--- src/rtl/ssd_value_encoder_pkg.sv ---
// Shared constants and helpers for the seven-segment value encoder:
// segment patterns ({g,f,e,d,c,b,a}, active-low), FSM states, BCD helper.
package ssd_value_encoder_pkg;

    typedef enum logic [1:0] {
        ST_IDLE    = 2'd0,
        ST_CONVERT = 2'd1,
        ST_ENCODE  = 2'd2
    } state_t;

    localparam logic [6:0] SSD_SEG_0     = 7'b1000000;
    localparam logic [6:0] SSD_SEG_1     = 7'b1111001;
    localparam logic [6:0] SSD_SEG_2     = 7'b0100100;
    localparam logic [6:0] SSD_SEG_3     = 7'b0110000;
    localparam logic [6:0] SSD_SEG_4     = 7'b0011001;
    localparam logic [6:0] SSD_SEG_5     = 7'b0010010;
    localparam logic [6:0] SSD_SEG_6     = 7'b0000010;
    localparam logic [6:0] SSD_SEG_7     = 7'b1111000;
    localparam logic [6:0] SSD_SEG_8     = 7'b0000000;
    localparam logic [6:0] SSD_SEG_9     = 7'b0010000;
    localparam logic [6:0] SSD_SEG_A     = 7'b0001000;
    localparam logic [6:0] SSD_SEG_B     = 7'b0000011;
    localparam logic [6:0] SSD_SEG_C     = 7'b1000110;
    localparam logic [6:0] SSD_SEG_D     = 7'b0100001;
    localparam logic [6:0] SSD_SEG_E     = 7'b0000110;
    localparam logic [6:0] SSD_SEG_F     = 7'b0001110;
    localparam logic [6:0] SSD_SEG_BLANK = 7'b1111111;
    localparam logic [6:0] SSD_SEG_DASH  = 7'b0111111;

    localparam logic [15:0] SSD_DEC_MAX = 16'd9999;

    function automatic logic [6:0] seg_pattern(input logic [3:0] d);
        logic [6:0] p;
        case (d)
            4'h0:    p = SSD_SEG_0;
            4'h1:    p = SSD_SEG_1;
            4'h2:    p = SSD_SEG_2;
            4'h3:    p = SSD_SEG_3;
            4'h4:    p = SSD_SEG_4;
            4'h5:    p = SSD_SEG_5;
            4'h6:    p = SSD_SEG_6;
            4'h7:    p = SSD_SEG_7;
            4'h8:    p = SSD_SEG_8;
            4'h9:    p = SSD_SEG_9;
            4'hA:    p = SSD_SEG_A;
            4'hB:    p = SSD_SEG_B;
            4'hC:    p = SSD_SEG_C;
            4'hD:    p = SSD_SEG_D;
            4'hE:    p = SSD_SEG_E;
            default: p = SSD_SEG_F;
        endcase
        return p;
    endfunction

    function automatic logic [6:0] seg_polarity(input logic [6:0] p, input logic active_low);
        return active_low ? p : ~p;
    endfunction

    // Add-3 correction applied to every BCD digit >= 5 before each shift.
    function automatic logic [15:0] bcd_add3(input logic [15:0] bcd);
        logic [15:0] r;
        for (int i = 0; i < 4; i++) begin
            r[i*4 +: 4] = (bcd[i*4 +: 4] >= 4'd5) ? bcd[i*4 +: 4] + 4'd3 : bcd[i*4 +: 4];
        end
        return r;
    endfunction

endpackage

--- src/rtl/ssd_digit_enc.sv ---
// One display digit: maps a nibble to its segment pattern, with blank and
// dash overrides, then applies the board's segment polarity.
module ssd_digit_enc
    import ssd_value_encoder_pkg::*;
#(
    parameter int SEG_ACTIVE_LOW = 1
) (
    input  logic [3:0] digit,
    input  logic       blank,
    input  logic       dash,
    output logic [6:0] seg
);

    logic [6:0] pat;

    always_comb begin
        pat = seg_pattern(digit);
        if (blank) pat = SSD_SEG_BLANK;
        if (dash)  pat = SSD_SEG_DASH;
        seg = seg_polarity(pat, SEG_ACTIVE_LOW != 0);
    end

endmodule

--- src/rtl/ssd_value_encoder.sv ---
// Accepts a 16-bit value, converts it to four decimal (double-dabble) or hex
// digits and holds the registered segment patterns until the next value.
module ssd_value_encoder
    import ssd_value_encoder_pkg::*;
#(
    parameter int SEG_ACTIVE_LOW = 1,
    parameter int DEC_ITER       = 16
) (
    input  logic        clk,
    input  logic        rst,
    input  logic [15:0] value,
    input  logic        hex_mode,
    input  logic        blank_lz,
    input  logic        valid,
    output logic        ready,
    output logic        busy,
    output logic        done,
    output logic [6:0]  seg0,
    output logic [6:0]  seg1,
    output logic [6:0]  seg2,
    output logic [6:0]  seg3
);

    localparam logic [3:0] LAST_ITER = 4'(DEC_ITER - 1);

    state_t           state_q, state_d;
    logic [15:0]      shift_q, shift_d;
    logic [15:0]      bcd_q, bcd_d;
    logic [3:0]       iter_q, iter_d;
    logic             hex_q, hex_d;
    logic             blz_q, blz_d;
    logic             ovf_q, ovf_d;
    logic [3:0][6:0]  seg_q, seg_d;
    logic             done_q, done_d;

    logic [31:0]      dd_shift;
    logic [3:0][3:0]  digit;
    logic [3:0]       blank;
    logic [3:0][6:0]  enc_seg;

    // State register plus the registers that reset demands (segments, done).
    always_ff @(posedge clk) begin
        if (rst) begin
            state_q <= ST_IDLE;
            done_q  <= 1'b0;
            seg_q   <= {4{seg_polarity(SSD_SEG_BLANK, SEG_ACTIVE_LOW != 0)}};
        end else begin
            state_q <= state_d;
            done_q  <= done_d;
            seg_q   <= seg_d;
        end
    end

    always_ff @(posedge clk) begin
        shift_q <= shift_d;
        bcd_q   <= bcd_d;
        iter_q  <= iter_d;
        hex_q   <= hex_d;
        blz_q   <= blz_d;
        ovf_q   <= ovf_d;
    end

    always_comb begin
        state_d = state_q;
        case (state_q)
            ST_IDLE:    if (valid) state_d = (hex_mode || value > SSD_DEC_MAX) ? ST_ENCODE : ST_CONVERT;
            ST_CONVERT: if (iter_q == LAST_ITER) state_d = ST_ENCODE;
            ST_ENCODE:  state_d = ST_IDLE;
            default:    state_d = ST_IDLE;
        endcase
    end

    always_comb begin
        shift_d  = shift_q;
        bcd_d    = bcd_q;
        iter_d   = iter_q;
        hex_d    = hex_q;
        blz_d    = blz_q;
        ovf_d    = ovf_q;
        seg_d    = seg_q;
        done_d   = 1'b0;
        dd_shift = {bcd_add3(bcd_q), shift_q};
        case (state_q)
            ST_IDLE: begin
                if (valid) begin
                    shift_d = value;
                    bcd_d   = 16'd0;
                    iter_d  = 4'd0;
                    hex_d   = hex_mode;
                    blz_d   = blank_lz;
                    ovf_d   = !hex_mode && (value > SSD_DEC_MAX);
                end
            end
            ST_CONVERT: begin
                {bcd_d, shift_d} = {dd_shift[30:0], 1'b0};
                iter_d           = iter_q + 4'd1;
            end
            ST_ENCODE: begin
                seg_d  = enc_seg;
                done_d = 1'b1;
            end
            default: ;
        endcase
    end

    // In hex mode the shift register still holds the untouched input value.
    assign digit = hex_q ? shift_q : bcd_q;

    always_comb begin
        blank[3] = blz_q && (digit[3] == 4'd0);
        blank[2] = blank[3] && (digit[2] == 4'd0);
        blank[1] = blank[2] && (digit[1] == 4'd0);
        blank[0] = 1'b0;
    end

    for (genvar k = 0; k < 4; k++) begin : g_dig
        ssd_digit_enc #(
            .SEG_ACTIVE_LOW(SEG_ACTIVE_LOW)
        ) u_enc (
            .digit(digit[k]),
            .blank(blank[k]),
            .dash (ovf_q),
            .seg  (enc_seg[k])
        );
    end

    always_comb begin
        ready = (state_q == ST_IDLE);
        busy  = (state_q == ST_CONVERT) || (state_q == ST_ENCODE);
        done  = done_q;
        seg0  = seg_q[0];
        seg1  = seg_q[1];
        seg2  = seg_q[2];
        seg3  = seg_q[3];
    end

endmodule

--- config.mk ---
export PLATFORM = sky130hd
export DESIGN_NAME = ssd_value_encoder
export DESIGN_NICKNAME = d
export VERILOG_FILES = /design/src/rtl/ssd_value_encoder_pkg.sv /design/src/rtl/ssd_digit_enc.sv /design/src/rtl/ssd_value_encoder.sv
export SDC_FILE = /design/constraint.sdc
export NUM_CORES = 1
export LEC_CHECK = 0
export BUFFER_PORTS_ARGS = -buffer_cell sky130_fd_sc_hd__buf_2
export CAP_MARGIN = 20
export CORE_MARGIN = 1.5
export CORE_UTILIZATION = 50
export DETAILED_ROUTE_END_ITERATION = 8
export PLACE_DENSITY_LB_ADDON = 0.05
export SLEW_MARGIN = 20
export SYNTH_ARGS = -nofsm -noshare
export SYNTH_HDL_FRONTEND = slang
export SYNTH_SLANG_ARGS = --single-unit
--- constraint.sdc ---
create_clock -name clk -period 9.8 [get_ports clk]
set_input_delay 0.49 -clock clk [delete_from_list [all_inputs] [get_ports clk]]
set_output_delay 0.49 -clock clk [all_outputs]
set_load 0.005 [all_outputs]
* Word-level counts from Yosys, hierarchy flattened
Memories as Yosys holds them, arrays and structs flattened.
Index checks and enable logic that the tools add are counted.
** Word-level totals
- Register bits :: 70
- ROM bits :: 448
- Input bits :: 21
- Output and inout port bits :: 31
- Word-level logic and storage cells :: 69
- Memories kept :: 4
** Cells by class
- Add/subtract/negate cells :: 5
- Magnitude comparators :: 5
- Eq/ne operators :: 5
- Multiplexer cells :: 23
- Reductions and logical operators :: 15
** Memories
- (name not given) :: words 16, bits a word 7, read ports 1, clocked after Yosys merged registers in 0, write ports 0, RTL line ssd_value_encoder_pkg.sv:34 : case (d)
- (name not given) :: words 16, bits a word 7, read ports 1, clocked after Yosys merged registers in 0, write ports 0, RTL line ssd_value_encoder_pkg.sv:34
- (name not given) :: words 16, bits a word 7, read ports 1, clocked after Yosys merged registers in 0, write ports 0, RTL line ssd_value_encoder_pkg.sv:34
- (name not given) :: words 16, bits a word 7, read ports 1, clocked after Yosys merged registers in 0, write ports 0, RTL line ssd_value_encoder_pkg.sv:34
** Operators by type and width (count)
- $pmux W16 S2 :: 2
- $mux W7 :: 7
- $mux W16 :: 3
- $ge A4 B3 Y1 const B :: 4
- $gt A16 B14 Y1 const B :: 1
- $mux W4 :: 4
- $add A4 B2 Y4 const B :: 3
- $logic_not A4 Y1 :: 3
- $pmux W4 S2 :: 1
- $mux W2 :: 3
- $reduce_and A2 Y1 :: 3
- $add A4 B1 Y4 const B :: 1
- $eq A4 B4 Y1 const B :: 1
- $logic_and A1 B1 Y1 :: 4
- $ne A2 B2 Y1 const B :: 2
- $pmux W2 S2 :: 1
- $add A3 B2 Y3 const B :: 1
- $mux W3 :: 1
- $eq A2 B1 Y1 const B :: 1
- $eq A2 B2 Y1 const B :: 1
- $logic_not A2 Y1 :: 1
- $logic_or A1 B1 Y1 :: 2
- $reduce_bool A2 Y1 :: 1
- $logic_not A1 Y1 :: 1
- $mux W1 :: 1

* Longest topological paths before layout
- Word-level depth :: 7
- Gate-level depth with buffers :: 10
- Depth with buffers taken out :: 7

* Modules after synthesis
A second synthesis with hierarchy kept.
** Second synthesis, totals
- Cells, all modules :: 461
- Area total of the unflattened synthesis :: 4591.9 µm²
** Modules (own cells, without submodules)
- ssd_value_encoder :: instances 1, cells an instance 292, area an instance 3295.7 µm², sequential area each 1791.7 µm²
- ssd_digit_enc at g_dig[1].u_enc ... :: instances 2, cells an instance 42, area an instance 319.1 µm², sequential area each 0.0 µm²
- ssd_digit_enc at g_dig[3].u_enc :: instances 1, cells an instance 42, area an instance 336.6 µm², sequential area each 0.0 µm²
- ssd_digit_enc at g_dig[0].u_enc :: instances 1, cells an instance 43, area an instance 321.6 µm², sequential area each 0.0 µm²

* Least setup slack after synthesis
OpenSTA, ideal clock, no wires.
- Kind :: reg2reg
- From :: register state_q[1]
- To :: register bcd_q[0] (enable)
- Library setup time :: 0.479 ns
- Arrival time :: 3.491 ns
- Data required time :: 9.321 ns
- Path slack :: 5.830 ns
- Cell stages (with the launch flop) :: 6
- Path buffers :: 1
- Period minus slack after synthesis :: 3.970 ns
- Path through :: dfxtp_1 -> inv_1 -> ha_1 -> clkbuf_1 -> clkinv_1 -> o21ai_0
** On the way
- Longest elaborated chain between the ends :: 3
- Elaborated cells between the ends (all ways) :: 5
- Those cells by class :: 2 x eq/ne; 3 x reduce/logical
** RTL lines
- start: declaration :: RTL line ssd_value_encoder.sv:26 : state_t state_q, state_d;
- start signal: assignment :: RTL line ssd_value_encoder.sv:48 : state_q <= state_d;
- $eq A2 B1 Y1 / $logic_not A2 Y1 (equally long branches) :: RTL line ssd_value_encoder.sv:83 : case (state_q)
- $reduce_bool A2 Y1 (no source line) / $ne A2 B2 Y1 (equally long branches)
- $reduce_and A2 Y1 (no source line) (*)
- end signal: assignment :: RTL line ssd_value_encoder.sv:56 : bcd_q <= bcd_d;
- end: declaration :: RTL line ssd_value_encoder.sv:28 : logic [15:0] bcd_q, bcd_d;
Mark *: on every way between the ends. The rest lies on a longest branch, timed or not.
A chain may end at the register's enable or synchronous reset.

* Final worst setup path
- From :: register hex_q
- To :: register seg_q (netlist bit seg1[3])
** On the way
- Longest elaborated chain between the ends :: 7
- Elaborated cells between the ends (all ways) :: 10
- Those cells by class :: 3 x mux; 6 x reduce/logical; 1 x memory
** RTL lines
- start: declaration :: RTL line ssd_value_encoder.sv:30 : logic hex_q, hex_d;
- start signal: assignment :: RTL line ssd_value_encoder.sv:58 : hex_q <= hex_d;
- $mux W16 (*) :: RTL line ssd_value_encoder.sv:107 : assign digit = hex_q ? shift_q : bcd_q;
- parallel branches: the longest is 4 deep, another holds $mem_v2 Z16 W7
- $mux W7 (*) :: RTL line ssd_digit_enc.sv:18 : if (blank) pat = SSD_SEG_BLANK;
- $mux W7 (*) :: RTL line ssd_digit_enc.sv:19 : if (dash) pat = SSD_SEG_DASH;
- end signal: assignment :: RTL line ssd_value_encoder.sv:46 : seg_q <= {4{seg_polarity(SSD_SEG_BLANK, SEG_ACTIVE_LOW != 0)}};
- end signal: assignment :: RTL line ssd_value_encoder.sv:50 : seg_q <= seg_d;
- end: declaration :: RTL line ssd_value_encoder.sv:33 : logic [3:0][6:0] seg_q, seg_d;
Mark *: on every way between the ends.

==> qor.csv <==
metric,value,unit
synth top area cells,"edfxtp_1 26%, dfxtp_1 14%, ha_1 9.5%",
post-cts sizing count,0,
Core Box Area,8680,um^2
Yosys cell types,76,
Setup crit end kind,register,
dpl ws,6970,ps
syn nets,460,
IO buf count,51,
"area leader, netlist",edfxtp_1,
initial antenna violation count,0,
maximum vdd ir drop,0.0000705,V
H-tree Lvls,3,
Pre-Repair DR Iteration Count,4,
# hold bufs at CTS,0,
maxcap violations,0,
layout cell share with drive strength beyond 1,0.259,
area of the multi-input gates,2470,um^2
Max Slew Vio Count,0,
register area,1790,um^2
Starting Density,0.516,
final hold vios,0,
leak pwr,1.98,nW
Worst Setup Start Kind,register,
routed vias,3253,
Avg Inst Size Synth,11.1,um^2
die height,97.6,um
HP Start,blank_lz,
detailed-route wire length,9.46,mm
number of synthesized flops with an enable pin,39,
Worst Setup EP,seg1[3],
Post-Syn Area,4480,um^2
final HPWL from detailed placement,7.08,mm
Worst Setup SP,hex_q,
CTS tree,yes,
cts bufs inserted,9,
largest net degree at the start of global routing,37,
Setup CP Type,reg -> reg,
global route total overflow,0,
die width,97.6,um
fin crit share,0.279,
RSZ-0062 raised after global routing,false,
Critical Path AT,2970,ps
"top cells by count, synth","39 x edfxtp_1, 34 x ha_1, 32 x nor2_1",
register area share after synthesis,0.400,
ys flop type,edfxtp_1,
Root Buffer Master,clkbuf_8,
clk sinks,70,
PD cells,147,nW/um^2
row count,34,
die area,9530,um^2
Area Growth Syn to Fin,10.9,%
Tmin final,2740,ps
Final GP Congestion,0.852,
clk_skew,5.05,ps
Filler Cells Inserted,773,
number of synthesized register bits,70,
worst-margin pin slew,672,ps
DR vias/cell,5.74,
vias in the first global route,3133,
final antenna diode count,0,
postcts setup bufs,0,
Sum Neg Setup Slack,0,ps
FF-to-FF End,seg1[3],
mean routed wirelength per cell,16.7,um
Reg-to-Reg Start,hex_q,
fin worst setup slack,7060,ps
Slew Limit Headroom,0.539,
Critical Path RT,10030,ps
"Setup violations, final",0,
I/O pins,52,
Mapped Cells,405,
clk slew on worst S/H paths,70,ps
Final Power,0.728,mW
top cell type's share of synthesized area,0.262,
top fanout value on the critical path,32,
gr usage total,0.206,
Yosys warnings,0,
reg2reg path depth,6,
Layout Nets,510,
global-route wire length before repair,15.7,mm
run status,finished clean,
top-count cell post-synth,edfxtp_1,
Worst Hold Class,in -> reg,
max frequency,0.365,GHz
Longest Clk Path Bufs,2,
clk_lat worst skew,330,ps
Reg2Reg Setup Slack,7060,ps
DRC,0,
Async SR Flop Fraction,0,
Detail Route Antenna Nets,0,
DR iter-0 viols,138,
==> where the power goes <==
group          leakage, nW  switching (mW)  total, mW  internal, mW
registers            0.636          0.0231      0.360         0.337
logic                 1.27          0.0925      0.174        0.0810
clock network       0.0732           0.106      0.195        0.0884
==> registers in the layout, indices dropped and copies added (netlist names) <==
register	flops
seg1	7
state_q	2
hex_q	1
ovf_q	1
shift_q	16
seg0	7
bcd_q	16
iter_q	4
seg2	7
done	1
seg3	7
blz_q	1
==> worst min-delay path by stage <==
stage               to  slack (ps)  cells past startpoint
4_1_cts          blz_q         330                      1
3_3_place_gp   seg1[3]         450                      1
6_report         blz_q         340                      1
2_1_floorplan  seg1[3]         460                      1
5_1_grt          blz_q         330                      1
3_5_place_dp   seg1[4]         460                      1
==> cell families (layout without fill, tap and decap cells) <==
logic type,count (synthesis),in the layout,share of synthesized area
AND/OR/NAND/NOR,99,99,0.111
AO/OA/AOI/OAI,94,94,0.167
flip-flops,70,70,0.400
multiplexers,54,54,0.159
buffers and inverters,45,99,0.0498
adder cells (fa/ha/maj),34,34,0.0951
XOR/XNOR,9,9,0.0176
==> worst max-delay path, cell delays in order, from the launching register on <==
cell and delay, ps:
edfxtp_1 520, buf_4 490, mux2i_1 530, inv_1 160, ha_1 250, mux4_2 460, o22a_1 200
==> area by class of cell <==
type | instances | share of cell area
flip-flops and latches | 70 | 0.361
inverters | 30 | 0.0227
clock buffers | 10 | 0.0257
multi-input cells | 290 | 0.498
repair buffers | 54 | 0.0600
well taps | 108 | 0.0272
clock inverters | 5 | 0.00554
==> layer usage <==
layer | wire (um) | up-vias | part of all wire | track usage
li1 | - | 1607 | - | -
met1 | 4720 | 1576 | 0.50 | 0.297
met2 | 4340 | 61 | 0.46 | 0.320
met3 | 288 | 9 | 0.030 | 0.0317
met4 | 112 | 0 | 0.012 | 0.0593
met5 | 0 | - | 0 | 0
==> stage by stage <==
stage,utilization,hold WS [ps],cells,area [um^2]
after global placement,0.551,452,551,4780
final,0.572,340,567,4960
after detailed placement,0.551,457,551,4780
after CTS,0.569,328,566,4940
after global routing,0.572,332,567,4960
after floorplan,-,461,405,4480
==> layout by cell type (no fill, tap or decap), types with 3 or more instances in the layout <==
cell      instances
a211oi_1          8
a21o_1            5
a21oi_1          11
and2_1            3
and3_1            5
buf_2            51
clkbuf_8          9
clkinv_1          3
dfxtp_1          31
edfxtp_1         39
ha_1             34
inv_1            28
mux2_2           23
mux2_4            4
mux2i_1          16
mux2i_4           6
nand2_1          21
nand2b_1          6
nand3_1           4
nor2_1           32
nor2_2            3
nor2b_1           4
nor3_1            6
nor4_1            3
o21ai_0          10
o21ai_1           3
o21bai_1          5
o22a_1            9
o22ai_1           3
o32a_1            9
xnor2_1           8
Note: power is estimated with default switching activity, not from simulation.
